$ cat src/rtl/counter_mod10.sv
// One BCD down-counting digit for the microwave timer chain.
// Optional: define COUNTER_MOD10_ZERO_HOLD_EN to saturate at 0 instead of wrapping.
module counter_mod10 #(
  parameter int MODULUS = 10,
  parameter int WIDTH   = 4
) (
  input  logic             clk,
  input  logic             clear,
  input  logic             load,
  input  logic             enab,
  input  logic [WIDTH-1:0] numero,
  output logic [WIDTH-1:0] numero_saida,
  output logic             tc_saida,
  output logic             zero_saida
);

  localparam logic [WIDTH-1:0] TOP = WIDTH'(MODULUS - 1);

`ifdef COUNTER_MOD10_ZERO_HOLD_EN
  localparam logic [WIDTH-1:0] WRAP = '0;
`else
  localparam logic [WIDTH-1:0] WRAP = TOP;
`endif

  logic [WIDTH-1:0] count_q;
  logic [WIDTH-1:0] count_d;
  logic             at_zero;

  assign at_zero = (count_q == '0);

  // next count: load (clamped to the digit range) beats decrement
  always_comb begin
    count_d = count_q;
    if (!load) begin
      count_d = (numero > TOP) ? TOP : numero;
    end else if (enab) begin
      count_d = at_zero ? WRAP : count_q - WIDTH'(1);
    end
  end

  // count register, clear has top priority
  always_ff @(posedge clk) begin
    if (clear) begin
      count_q <= '0;
    end else begin
      count_q <= count_d;
    end
  end

  assign numero_saida = count_q;
  assign zero_saida   = at_zero;
  assign tc_saida     = enab & at_zero;

endmodule

$ cat config.mk
export PLATFORM = sky130hd
export DESIGN_NAME = counter_mod10
export DESIGN_NICKNAME = d
export VERILOG_FILES = /design/src/rtl/counter_mod10.sv
export SDC_FILE = /design/constraint.sdc
export NUM_CORES = 1
export LEC_CHECK = 0
export BUFFER_PORTS_ARGS = -buffer_cell sky130_fd_sc_hd__buf_2
export CORE_AREA = 4 4 41 43
export DETAILED_ROUTE_END_ITERATION = 6
export DIE_AREA = 0 0 45 47
export GPL_TIMING_DRIVEN = 0
export PLACE_DENSITY = 0.46
export REMOVE_ABC_BUFFERS = 1
export SYNTH_ARGS = -nofsm -noshare
export SYNTH_HDL_FRONTEND = slang
export SYNTH_SLANG_ARGS = --single-unit
$ cat constraint.sdc
create_clock -name clk -period 1.4 [get_ports clk]
set_input_delay 0.28 -clock clk [delete_from_list [all_inputs] [get_ports clk]]
set_output_delay 0.28 -clock clk [all_outputs]
set_load 0.005 [all_outputs]
==> After elaboration in Yosys (flattened, before gate mapping) <==
Index checks and enable logic that the tools add are counted.
{ "word_totals": {"latchBits": 0, "output_inout_bits": 6, "ramBits": 0, "wordCells": 10, "n_memories": 0, "inputBits": 8, "regBits": 4, "rom_bits": 0} }
{ "op_classes": {"reduce_logical": 1, "n_mul": 0, "n_addsub": 1, "bitwise_logic": 1, "shifts": 0, "muxes": 4, "order_cmp": 1, "n_div": 0, "eq_ne": 1} }
{ "ops": {"columns": ["operator", "count"], "rows": [
  ["4-bit 2-to-1 mux", 4],
  ["4-bit > comparator, second input constant", 1],
  ["4-bit logical NOT", 1],
  ["4-bit by 1-bit subtractor with 4-bit output, second input constant", 1],
  ["2-bit by 1-bit inequality test with 1-bit output, second input constant", 1],
  ["1-bit bitwise AND", 1]
]} }

==> Logic depth before layout (Yosys ltp) <==
{ "depth": {"ltp_word": 4, "mapped_depth": 4} }

==> Worst setup path after synthesis <==
Ideal clock, no wire load.
{ "synth_timing": {"kind": "reg-to-output", "start": "register count_q[0] (netlist: numero_saida[0])", "end": "output port tc_saida", "t_required_ps": 1120, "setup_slack_ps": 263, "path_stages_with_launch": 3, "arrival_time_ps": 857, "path_cell_list": "dfxtp_1 nor4b_2 nor2b_1"} }
{ "synth_between": {"elab_chain_len": 2} }
{ "synth_lines": {"columns": ["item", "line", "rtl"], "rows": [
  ["start: declaration", "25", "logic [WIDTH-1:0] count_q;"],
  ["start signal: assignment", "46", "count_q <= count_d;"],
  ["4-bit logical NOT", "29", "assign at_zero = (count_q == '0);"],
  ["1-bit bitwise AND", "52", "assign tc_saida = enab & at_zero;"],
  ["end: declaration", "13", "output logic tc_saida,"]
]} }
No other way between the ends.

==> Worst setup path after layout <==
{ "layout_timing": {"start": "register count_q[1] (netlist: numero_saida[1])", "end": "output port tc_saida"} }
The elaborated chain is that of the path after synthesis.

==> results.yml <==
place:
  place_area_sq_um: 320
  io_buffers: 13
  place_ws_ns: 0.131
  hpwl_um: 431
  gp_congestion: 0.654
cts:
  clock_latency_ns: 0.23
  cts_max_level: 1
  root_buffer: "clkbuf_4"
  cts_hold_buf: 0
  cts_tree: "built"
  cts_buffers: 3
  clk_pin_slew_worst_paths_ns: 0.04
  cts_sinks: 4
  clockBufferDepth: 2
power_and_ir_drop:
  power.share.clock: 0.388
  power.density_mw_per_mm2: 1000
  finalPower_mw: 0.362
  vdd_drop_max_v: 0.000445
  combPwrFrac: 0.226
  sw_frac_of_total: 0.257
  p_switching_mw: 0.0929
  p_int_mw: 0.269
  p_leak_nw: 0.156
  seq_power_share: 0.386
cells_and_area:
  multi_input_area_sq_um: 165
  fin_nets: 52
  seq_area_sq_um: 82.6
  finish.utilization: 0.278
  drive_above_1_share: 0.500
  insertedDiodeCount: 0
  largest_reg_flops: 4
  num-fill-cells: 155
  fin_area_sq_um: 362
  area_growth_pct: 50.5
die:
  fp-row-count: 13
  die_h_um: 47
  core-area_sq_mm: 0.00130
  dieArea_sq_mm: 0.00212
  initial_core_util: 0.185
  die_w_um: 45
  ioPinCount: 14
sta:
  fmax_ghz: 0.720
  slew_headroom: 0.781
  report.final.slew_viol_count: 0
  max_slew.worst_pin.slew_ns: 0.328
  period_minus_slack_ns: 1.39
  period_share: 0.993
  setup_viol_count_final: 0
  rsz0062_at_grt: "yes"
  finalHoldViolations: 0
  fin_ws_ns: 0.0104
  clock_skew_ns: 0.00190
route:
  post-route-drc-count: 0
  wl_per_cell_um: 9.63
  final_antenna_net_count: 0
  wl_um: 549
  drt_iter0_drc: 4
  vias: 256
  via_per_inst: 4.49
  first_pass_iters: 4
hold_path:
  worstHoldStart: "clear"
  min_path_type: "in -> reg"
critical_path:
  cp-startpoint: "numero_saida[1]"
  worstSetupPathType: "reg -> out"
  crit_fanout: 5
  r2r_start: "numero_saida[1]"
  end_kind: "output pin"
  worstPathRequired_ns: 1.12
  startpoint_type: "flip-flop"
  crit_arrival_ns: 1.11
logic_synthesis:
  ys_ff_latch: 4
  yosys_warnings: 0
  ys_types: 18
  syn_area_sq_um: 240
  avgSynthCellArea_sq_um: 9.24
  ys_seq_area_frac: 0.333
  synth_cells: 26
global_route:
  grt_max_degree: 10
  grt-ovfl-total: 0
  grt_pass1_wl_um: 931
  antenna_found_initial: 0
  grt_pass1_vias: 230
  grt_util_all_layers: 0.0680
outcome:
  status: "finished clean"
job:
  max-cap-violations: 0
## area by class of cell
class,instances,area share
Clock buffer,3,0.0623
Multi-Input combinational cell,21,0.457
Sequential cell,4,0.228
Tap cell,15,0.0519
Timing Repair Buffer,14,0.201
## routing by layer
layer,GRT usage,share of wire,vias up
met2,0.0904,0.46,9
met4,0.0877,0.0073,0
met3,0.0383,0.098,2
met5,0,0,-
met1,0.0661,0.44,112
li1,-,-,133
## power by group through the flow
stage / Sequential [mW] / Combinational [mW] / Clock (mW)
6_report: 0.140 / 0.0817 / 0.140
5_1_grt: 0.142 / 0.0893 / 0.158
4_1_cts: 0.140 / 0.0828 / 0.149
3_5_place_dp: 0.139 / 0.0756 / 0
3_3_place_gp: 0.139 / 0.0768 / 0
2_1_floorplan: 0.138 / 0.0398 / 0
## repair_timing
item	4_1_cts	5_1_grt
setup buffers	1	0
pin swaps	1	0
endpoints found under the setup margin	1	1
gates resized for setup	3	0
## cell usage in the layout, fill, tap and decap left out, drive strengths merged
cell and instances:
nor4b 1, dfxtp 4, or4b 1, nor4 1
mux2i 1, a211oi 1, nor2b 2, clkbuf 3
a21oi 1, a221oi 1, nand2b 2, o21ai 2
xnor2 2, o211ai 1, buf 14, a31oi 1
nor3b 2, nor2 2
## Yosys cell counts (all sizes together)
| cell | number | area, sq um |
|---|---|---|
| or4b | 1 | 10.0 |
| o211ai | 1 | 7.51 |
| a211oi | 1 | 12.5 |
| xnor2 | 2 | 17.5 |
| nor4b | 1 | 15.0 |
| a221oi | 1 | 8.76 |
| nor2 | 2 | 7.51 |
| nor2b | 2 | 12.5 |
| o21ai | 2 | 10.0 |
| nand2b | 2 | 12.5 |
| mux2i | 1 | 10.0 |
| clkbuf | 1 | 3.75 |
| a21oi | 1 | 5.00 |
| dfxtp | 4 | 80.1 |
| a31oi | 1 | 6.26 |
| nor3b | 2 | 15.0 |
| nor4 | 1 | 6.26 |
## worst paths after layout
| path | endpoint | slack [ns] | cells after the start |
|---|---|---|---|
| setup / recovery | tc_saida | 0.01 | 3 |
| hold reg to reg | numero_saida[1] | 0.58 | 2 |
| hold / removal | numero_saida[3] | 0.27 | 2 |
| setup reg to reg | numero_saida[3] | 0.30 | 4 |
## worst max-delay path, cell delays in order (launching register included)
cell	delay, ns
dfxtp_2	0.34
nor4b_4	0.28
nor2b_1	0.15
buf_2	0.11
## cell families after synthesis
family | count (synthesis) | share of synthesized area
compound gates | 7 | 0.208
buf+inv | 1 | 0.0156
simple gates | 11 | 0.328
flops | 4 | 0.333
mux | 1 | 0.0417
xor+xnor | 2 | 0.0729
## stage by stage
| stage | TNS (ns) | hold slack (ns) | instances |
|---|---|---|---|
| detailed placement | 0 | 0.509 | 53 |
| finish | 0 | 0.269 | 57 |
| global placement | 0 | 0.509 | 53 |
| global route | -0.0385 | 0.263 | 57 |
| CTS | -0.0125 | 0.260 | 57 |
| floorplan | 0 | 0.345 | 25 |
Power figures use the tool's default switching activity.
